<file path="config.mk">
export PLATFORM = sky130hd
export DESIGN_NAME = pll_enable_sequencer
export DESIGN_NICKNAME = d
export VERILOG_FILES = /design/src/rtl/pll_seq_pkg.sv /design/src/rtl/sync_2ff.sv /design/src/rtl/pll_enable_sequencer.sv
export SDC_FILE = /design/constraint.sdc
export NUM_CORES = 1
export LEC_CHECK = 0
export ABC_AREA = 1
export ABC_CLOCK_PERIOD_IN_PS = 1800
export CORE_MARGIN = 2
export CORE_UTILIZATION = 56
export DETAILED_ROUTE_END_ITERATION = 8
export PLACE_DENSITY_LB_ADDON = 0.15
export SLEW_MARGIN = 20
export SYNTH_ARGS = -nofsm -noshare
export SYNTH_HDL_FRONTEND = slang
export SYNTH_SLANG_ARGS = --single-unit
</file>
<file path="constraint.sdc">
create_clock -name CLK -period 1.8 [get_ports CLK]
set_input_delay 0.18 -clock CLK [delete_from_list [all_inputs] [get_ports CLK]]
set_output_delay 0.18 -clock CLK [all_outputs]
set_load 0.01 [all_outputs]
</file>
<file path="src/rtl/pll_seq_pkg.sv">
// Shared state encoding and sizing constants for the PLL enable sequencer.
package pll_seq_pkg;

    localparam int STATE_W = 3;
    localparam int OUT_N   = 4;

    typedef enum logic [STATE_W-1:0] {
        ST_IDLE        = 3'd0,
        ST_PWRUP_WAIT  = 3'd1,
        ST_LOCK_WAIT   = 3'd2,
        ST_LOCK_STABLE = 3'd3,
        ST_ENABLE_OUTS = 3'd4,
        ST_RUN         = 3'd5,
        ST_RETRY_OFF   = 3'd6,
        ST_FAULT       = 3'd7
    } state_t;

endpackage

</file>
<file path="src/rtl/sync_2ff.sv">
// Generic two-flop synchronizer for bringing asynchronous levels into the clk domain.
module sync_2ff #(
    parameter int WIDTH = 1
) (
    input  logic             clk,
    input  logic             rst_n,
    input  logic [WIDTH-1:0] d,
    output logic [WIDTH-1:0] q
);

    logic [WIDTH-1:0] meta_reg;
    logic [WIDTH-1:0] sync_reg;

    always_ff @(posedge clk or negedge rst_n) begin
        if (!rst_n) begin
            meta_reg <= '0;
            sync_reg <= '0;
        end else begin
            meta_reg <= d;
            sync_reg <= meta_reg;
        end
    end

    assign q = sync_reg;

endmodule

</file>
<file path="src/rtl/pll_enable_sequencer.sv">
// Power-up / lock sequencer for one PLL: settle, enable, qualify lock, stagger
// the output clock enables, and power-cycle with bounded retries on failure.
module pll_enable_sequencer
    import pll_seq_pkg::*;
#(
    parameter int CNT_W           = 16,
    parameter int PWRUP_DELAY     = 16,
    parameter int LOCK_TIMEOUT    = 1000,
    parameter int LOCK_STABLE_CYC = 32,
    parameter int STAGGER         = 4,
    parameter int MAX_RETRIES     = 3
) (
    input  logic               CLK,
    input  logic               RST_N,
    input  logic               START,
    input  logic               LOCK,
    input  logic [OUT_N-1:0]   OUT_EN_REQ,
    output logic               PLL_EN,
    output logic [OUT_N-1:0]   CLK_OUT_EN,
    output logic               READY,
    output logic               FAULT,
    output logic [STATE_W-1:0] STATE,
    output logic [3:0]         RETRY_CNT
);

    // Stagger counter needs headroom for STAGGER*OUT_N-1.
    localparam int STAG_W = CNT_W + 2;

    localparam logic [CNT_W-1:0] PWRUP_LAST  = CNT_W'(PWRUP_DELAY - 1);
    localparam logic [CNT_W-1:0] TMO_LAST    = CNT_W'(LOCK_TIMEOUT - 1);
    localparam logic [CNT_W-1:0] STABLE_LAST = CNT_W'(LOCK_STABLE_CYC - 1);
    localparam bit               RETRY_LIMITED = (MAX_RETRIES <= 15);
    localparam logic [3:0]       RETRY_MAX_V   = RETRY_LIMITED ? 4'(MAX_RETRIES) : 4'd15;

    state_t              state_reg;
    logic [CNT_W-1:0]    dly_cnt_reg;
    logic [CNT_W-1:0]    tmo_cnt_reg;
    logic [CNT_W-1:0]    stab_cnt_reg;
    logic [STAG_W-1:0]   stag_cnt_reg;
    logic [OUT_N-1:0]    grant_reg;
    logic [3:0]          retry_cnt_reg;
    logic                pll_en_reg;
    logic [OUT_N-1:0]    clk_out_en_reg;
    logic                ready_reg;
    logic                fault_reg;

    logic                lock_s;
    logic [OUT_N-1:0]    grant_hit;
    logic [OUT_N-1:0]    grant_next;
    logic                retries_exhausted;

    sync_2ff #(.WIDTH(1)) u_lock_sync (
        .clk   (CLK),
        .rst_n (RST_N),
        .d     (LOCK),
        .q     (lock_s)
    );

    for (genvar gi = 0; gi < OUT_N; gi++) begin : g_grant
        assign grant_hit[gi] = (stag_cnt_reg == STAG_W'(STAGGER * (gi + 1) - 1));
    end

    assign grant_next        = grant_reg | grant_hit;
    assign retries_exhausted = RETRY_LIMITED && (retry_cnt_reg == RETRY_MAX_V);

    always_ff @(posedge CLK or negedge RST_N) begin
        if (!RST_N) begin
            state_reg      <= ST_IDLE;
            dly_cnt_reg    <= '0;
            tmo_cnt_reg    <= '0;
            stab_cnt_reg   <= '0;
            stag_cnt_reg   <= '0;
            grant_reg      <= '0;
            retry_cnt_reg  <= '0;
            pll_en_reg     <= 1'b0;
            clk_out_en_reg <= '0;
            ready_reg      <= 1'b0;
            fault_reg      <= 1'b0;
        end else if (!START && state_reg != ST_IDLE) begin
            // Shutdown outranks every other event; also the only exit from FAULT.
            state_reg      <= ST_IDLE;
            dly_cnt_reg    <= '0;
            tmo_cnt_reg    <= '0;
            stab_cnt_reg   <= '0;
            stag_cnt_reg   <= '0;
            grant_reg      <= '0;
            retry_cnt_reg  <= '0;
            pll_en_reg     <= 1'b0;
            clk_out_en_reg <= '0;
            ready_reg      <= 1'b0;
            fault_reg      <= 1'b0;
        end else begin
            case (state_reg)
                ST_IDLE: begin
                    if (START) begin
                        state_reg     <= ST_PWRUP_WAIT;
                        retry_cnt_reg <= '0;
                        dly_cnt_reg   <= '0;
                    end
                end
                ST_PWRUP_WAIT: begin
                    if (dly_cnt_reg == PWRUP_LAST) begin
                        state_reg    <= ST_LOCK_WAIT;
                        pll_en_reg   <= 1'b1;
                        tmo_cnt_reg  <= '0;
                        stab_cnt_reg <= '0;
                    end else begin
                        dly_cnt_reg <= dly_cnt_reg + 1'b1;
                    end
                end
                ST_LOCK_WAIT: begin
                    if (tmo_cnt_reg == TMO_LAST) begin
                        state_reg      <= ST_RETRY_OFF;
                        pll_en_reg     <= 1'b0;
                        clk_out_en_reg <= '0;
                        ready_reg      <= 1'b0;
                    end else begin
                        tmo_cnt_reg <= tmo_cnt_reg + 1'b1;
                        if (lock_s) begin
                            state_reg    <= ST_LOCK_STABLE;
                            stab_cnt_reg <= CNT_W'(1);
                        end
                    end
                end
                ST_LOCK_STABLE: begin
                    // Timeout keeps running here so a bouncing lock still fails.
                    if (tmo_cnt_reg == TMO_LAST) begin
                        state_reg      <= ST_RETRY_OFF;
                        pll_en_reg     <= 1'b0;
                        clk_out_en_reg <= '0;
                        ready_reg      <= 1'b0;
                    end else if (!lock_s) begin
                        state_reg    <= ST_LOCK_WAIT;
                        stab_cnt_reg <= '0;
                        tmo_cnt_reg  <= tmo_cnt_reg + 1'b1;
                    end else if (stab_cnt_reg == STABLE_LAST) begin
                        state_reg    <= ST_ENABLE_OUTS;
                        stag_cnt_reg <= '0;
                        grant_reg    <= '0;
                    end else begin
                        stab_cnt_reg <= stab_cnt_reg + 1'b1;
                        tmo_cnt_reg  <= tmo_cnt_reg + 1'b1;
                    end
                end
                ST_ENABLE_OUTS: begin
                    if (!lock_s) begin
                        state_reg      <= ST_RETRY_OFF;
                        pll_en_reg     <= 1'b0;
                        clk_out_en_reg <= '0;
                        ready_reg      <= 1'b0;
                    end else if (grant_reg[OUT_N-1]) begin
                        state_reg      <= ST_RUN;
                        ready_reg      <= 1'b1;
                        clk_out_en_reg <= OUT_EN_REQ;
                    end else begin
                        stag_cnt_reg   <= stag_cnt_reg + 1'b1;
                        grant_reg      <= grant_next;
                        clk_out_en_reg <= grant_next & OUT_EN_REQ;
                    end
                end
                ST_RUN: begin
                    if (!lock_s) begin
                        state_reg      <= ST_RETRY_OFF;
                        pll_en_reg     <= 1'b0;
                        clk_out_en_reg <= '0;
                        ready_reg      <= 1'b0;
                    end else begin
                        clk_out_en_reg <= OUT_EN_REQ;
                    end
                end
                ST_RETRY_OFF: begin
                    if (retries_exhausted) begin
                        state_reg <= ST_FAULT;
                        fault_reg <= 1'b1;
                    end else begin
                        state_reg   <= ST_PWRUP_WAIT;
                        dly_cnt_reg <= '0;
                        if (retry_cnt_reg != 4'd15) begin
                            retry_cnt_reg <= retry_cnt_reg + 1'b1;
                        end
                    end
                end
                ST_FAULT: begin
                    state_reg <= ST_FAULT;
                end
            endcase
        end
    end

    assign PLL_EN     = pll_en_reg;
    assign CLK_OUT_EN = clk_out_en_reg;
    assign READY      = ready_reg;
    assign FAULT      = fault_reg;
    assign STATE      = state_reg;
    assign RETRY_CNT  = retry_cnt_reg;

endmodule

</file>
==> results of run 1 <==
what timing repair did:
action,4_1_cts,5_1_grt
hold endpoints to repair,31,0
gates cloned,0,3
setup buffers,0,18
gates resized for setup,4,57
hold buffers,1,0
pin swaps,1,28
endpoints found under the setup margin,25,66
per-stage QoR:
step                      setup WS, ns  instance area [um^2]  hold slack, ns
after detailed placement        -0.214                  6660           0.161
after CTS                       0.0150                  6930           0.236
after global placement          -0.138                  6660           0.162
final                           0.0246                  7320           0.253
after global routing            -0.127                  7320           0.260
after floorplan                  0.151                  5870          -0.116
final timing paths:
check / startpoint / endpoint / slack [ns]
max: stab_cnt_reg[0] / tmo_cnt_reg[3] / 0.02
min: LOCK / u_lock_sync.meta_reg / 0.25
max reg2reg: stab_cnt_reg[0] / tmo_cnt_reg[3] / 0.02
min reg2reg: u_lock_sync.meta_reg / u_lock_sync.q / 0.35
max in group asynchronous: RST_N / stag_cnt_reg[0] / 0.85
min in group asynchronous: RST_N / tmo_cnt_reg[6] / 0.30
cells in the mapped netlist (all sizes together), types with 5 or more instances:
library cell / number
nor2: 127
nor3: 13
xor2: 17
ha: 6
o211ai: 5
buf: 14
nand4: 33
nand3: 68
dfrtp: 86
or2: 7
inv: 85
a21oi: 12
nand2: 310
o21ai: 51
power by group through the flow:
stage / sequential [mW] / combinational [mW] / clock [mW]
after floorplan: 2.20 / 2.07 / 0
after global placement: 2.19 / 3.20 / 0
after detailed placement: 2.20 / 3.26 / 0
after CTS: 2.17 / 3.30 / 1.73
after global routing: 2.17 / 4.44 / 1.79
final: 2.16 / 4.19 / 1.69
logic make-up after synthesis:
logic type / share of synthesized area
flip-flops: 0.367
AND/OR/NAND/NOR: 0.425
adder cells (fa/ha/maj): 0.0128
XOR/XNOR: 0.0254
buffers and inverters: 0.0793
AO/OA/AOI/OAI: 0.0910
worst register-to-register path: stages (launching register included):
cell     delay, ns
dfrtp_1       0.38
ha_2          0.20
nand4_1       0.11
nor2_2        0.18
nand2_2       0.08
buf_6         0.13
o21ai_0       0.25
nor2_2        0.08
buf_4         0.15
nand2_1       0.05
o21ai_0       0.07
per-layer routing:
layer | wire [um] | global-route usage | part of all wire
met5 | 0 | 0 | 0
met4 | 329 | 0.107 | 0.020
met3 | 819 | 0.0380 | 0.050
met2 | 7900 | 0.486 | 0.49
met1 | 7170 | 0.369 | 0.44
final cells by class:
class,instances,area share
multi-input cells,674,0.466
clock buffers,11,0.0193
inverters,86,0.0441
clock inverters,5,0.0145
well taps,136,0.0232
repair buffers,107,0.138
flip-flops and latches,86,0.295
==> metrics, run 1 <==
most frequent cells in the layout nand2_1 (281), nor2_1 (103), dfrtp_1 (80), buf_4 (73), inv_1 (72); Total Wirelength 16200 um; gr ovfl total 0; total number of cells along the worst setup path 10; Psw 3.26 mW; initial antenna violation count 0; fin crit share 0.986; startpoint types flip-flop; WHS Path Cells 1; Initial Utilization 0.574; crit-path leading delay family simple AND/OR/NAND/NOR gates; Setup TNS 0 ns; Crit. End Element flip-flop; outcome completed; DRT Pass-1 Iters 6; vias in the first global route 5740; Final Setup Violations 0; Die X 106 um; CTS sink count 86; max cap viols 0; max FFs per register 18; Max clock buf depth 2; post-DP HPWL 11400 um; register area 2160 um^2; post-synth top area share 0.367; synthesized flop and latch total 86; share of cells above drive strength 1 0.219; Pins Over Slew Limit 0; Worst Path Buf+Inv 2; count of cell types in the netlist 40; most area-hungry cell type in the Yosys netlist dfrtp_1; Logic pwr share 0.521; Die Y 106 um; remaining routing DRC violations 0; pwr dens 1100 nW/um^2; first-pass GRT wire length 26100 um; antenna cells 0; # rows 37; slowest cell on the critical path dfrtp_1; P&R area growth vs syn 24.8%; sequential share of the synthesized area 0.367; unrepaired setup endpoints after global routing yes; total track usage 0.285; Seq pwr share 0.269; Root Driver clkbuf_8; Via Count 6102; critical path fanouts, max 5; pin count of the biggest net entering global routing 37; worst-skew pair later-pin latency 0.37 ns; ys flop type dfrtp_1; worst path arrival time 2.03 ns; clock group share of total power 0.211; H-tree levels 3; setup skew after layout 0.0141 ns; syn_nets 877; most common cell after layout, fill and taps aside nand2_1; CP required 2.06 ns; placed cells 1068; synth warn 0; worst vdd ir 0.664 mV; worst reg-to-reg path cell count 10; TritonCTS clock tree built; clock-pin slew on the worst setup and hold paths 0.09 ns; GPL Wtd Cong 1.03; static leakage 3.56 nW; Worst Max-Slew Pin Slew 0.470 ns; Routed Antenna Nets 0; Pint 4.78 mW; Critical Path, Cell by Cell ha_2, nand4_1, nor2_2, nand2_2, buf_6, o21ai_0, nor2_2, buf_4, nand2_1, o21ai_0; Slew HR 0.687; Fin. Hold Viols 0; I/O pins 22; IO Port Bufs 21; Hold Crit Class input pin to flip-flop; iteration-0 DRC count of the detailed router 474; Post-Syn Area 5870 um^2; mean post-synth cell area 6.80 um^2; top post-synthesis cells by area dfrtp_1 (37%), nand2_1 (19%), nor2_1 (7.2%); EDFF count, synth 0; final core occ 0.716; fillcell total 841; switching share of power 0.405; post-DR wirelength/cell 14.7 um; cell count after synthesis 863; Num CTS Buffers 9; Final min period 1.78 ns; Synth async-reset ratio 1.00; area occupied by multi-input gates 3410 um^2; Pwr Total 8.04 mW; number of vias per cell 5.52; Crit Path Category flip-flop to flip-flop; maximum clock rate 0.563 GHz; slowest cell delay on critical path 0.38 ns; # nets final 978; Die ar. 11300 um^2; Core ar. 10200 um^2; Finished Layout Cells 1105
Note: power is estimated with default switching activity, not from simulation.
==> run 2: changes to the inputs <==
CORE_UTILIZATION = 58   (was 56)
DONT_BUFFER_PORTS = 1   (was unset)
==> run 2 against run 1 <==
Net effect: the run now ends with hold timing left; setup slack improved by 0.061 ns; first-iteration DRC count fell by 14%; global-route usage fell by 1.1 points; cell count fell by 4.4%; count of clock-buffer cells in the layout did not move; critical path type unchanged; critical endpoint is now grant_reg[2]; highest routed layer unchanged.
==> metrics, run 2 (synthesized netlist as in run 1, its figures left out) <==
pwr dens 1060 nW/um^2; setup skew after layout 0.00780 ns; gr ovfl total 0; CTS sink count 86; IO Port Bufs 0; Num CTS Buffers 9; initial antenna violation count 0; remaining routing DRC violations 0; number of vias per cell 5.53; Pins Over Slew Limit 0; iteration-0 DRC count of the detailed router 408; DRT Pass-1 Iters 6; total track usage 0.274; Initial Utilization 0.598; pin count of the biggest net entering global routing 87; Max clock buf depth 2; H-tree levels 3; Via Count 5836; GPL Wtd Cong 0.931; Root Driver clkbuf_8; # rows 36; Final Setup Violations 0; Routed Antenna Nets 0; Die ar. 10900 um^2; most frequent cells in the layout nand2_1 (297), nor2_1 (105), dfrtp_1 (81), inv_1 (74), nand3_1 (64); switching share of power 0.416; Slew HR 0.696; clock-pin slew on the worst setup and hold paths 0.09 ns; maximum clock rate 0.583 GHz; fin crit share 0.953; Total Wirelength 15000 um; PnR worst setup slack 0.0853 ns; Seq pwr share 0.303; Fin. Hold Viols 86; CP required 2.11 ns; Final min period 1.71 ns; most common cell after layout, fill and taps aside nand2_1; Crit. End Element flip-flop; worst path arrival time 2.02 ns; share of cells above drive strength 1 0.170; Core ar. 9820 um^2; Pwr Total 7.25 mW; outcome complete, but fails checks; post-DR wirelength/cell 14.2 um; Die X 105 um; placed cells 1023; max FFs per register 18; max cap viols 0; final core occ 0.694; first-pass GRT wire length 24600 um; antenna cells 0; worst vdd ir 0.634 mV; startpoint types flip-flop; static leakage 3.31 nW; vias in the first global route 5363; post-DP HPWL 10300 um; Logic pwr share 0.470; TritonCTS clock tree built; clock group share of total power 0.227; Post-CTS Hold Buffers 4; violated checks hold timing; # nets final 933; Hold Crit Class input pin to async pin; P&R area growth vs syn 16.1%; hold_ws -0.501 ns; Crit Path Category flip-flop to flip-flop; Finished Layout Cells 1056; worst-skew pair later-pin latency 0.36 ns; critical path fanouts, max 21; Pint 4.24 mW; Die Y 105 um; dpl ws -0.135 ns; I/O pins 22; Psw 3.01 mW; Worst Max-Slew Pin Slew 0.453 ns
[run 2: cell types whose count changed in the layout (fill, tap and decap cells not counted), sizes merged]
cell	change
clkinvlp	-1
buf	-28
dlygate4sd3	+3
clkdlybuf4s50	-20
clkbuf	-2
nand2	+2
[run 2: path summary, 6_finish.rpt]
check | end | depth (start not counted) | from | slack [ns]
setup / recovery | grant_reg[2] | 10 | tmo_cnt_reg[12] | 0.09
hold / removal | tmo_cnt_reg[8] | 0 | RST_N | -0.50
setup reg to reg | grant_reg[2] | 10 | tmo_cnt_reg[12] | 0.09
hold reg to reg | u_lock_sync.q | 0 | u_lock_sync.meta_reg | 0.36
max in group asynchronous | tmo_cnt_reg[4] | 0 | RST_N | 2.15
min in group CLK | CLK_OUT_EN[1] | 4 | OUT_EN_REQ[1] | 0.02
[run 2: per-stage QoR]
stage               hold slack, ns  TNS [ns]  cell area (um^2)
floorplan                   -0.116         0              5870
global placement            -0.113    -0.137              6240
detailed placement          -0.113     -2.66              6240
CTS                         -0.514   -0.0436              6580
global route                -0.523    -0.555              6810
finish                      -0.501         0              6810
[run 2: layout make-up]
cell class	count	area [um^2]
fillers	841	3010
inverters	86	325
clock inverters	4	95.1
repair buffers	60	527
flip-flops and latches	86	2160
well taps	133	166
clock buffers	11	141
multi-input cells	676	3400
[run 2: layer usage]
layer / part of all wire / global-route usage / up-vias / routed length, um
met5: 0 / 0 / - / 0
met4: 0.023 / 0.106 / 0 / 347
met3: 0.050 / 0.0299 / 30 / 749
met2: 0.47 / 0.451 / 185 / 7110
met1: 0.45 / 0.373 / 2722 / 6780
li1: - / - / 2899 / -
[run 2: power groups by stage]
stage               Sequential, mW  Clock (mW)  Combinational (mW)
global placement              2.21           0                2.70
floorplan                     2.20           0                2.07
detailed placement            2.22           0                2.73
finish                        2.20        1.64                3.41
global route                  2.21        1.74                3.69
CTS                           2.18        1.67                2.93
[run 2: repair_timing]
item	CTS	global route
gates cloned	1	2
resized for setup	7	31
pin swaps	2	14
setup buffers	1	10
endpoints found under the hold margin	90	86
setup endpoints to repair	34	64
[run 2: critical path: stages (launching register included)]
cell     delay (ns)
dfrtp_2        0.45
nor2_2         0.16
nand2_1        0.10
nor2_2         0.20
nand2_2        0.13
nand2_2        0.11
nand3_1        0.11
nand3_2        0.12
buf_12         0.15
nand2_1        0.06
nand2_1        0.06
==> run 3: changes to the inputs <==
CTS_CLUSTER_SIZE = 10   (was unset)
==> results of run 3 <==
No change in the layout: final DEF, timing and power equal those of run 2.
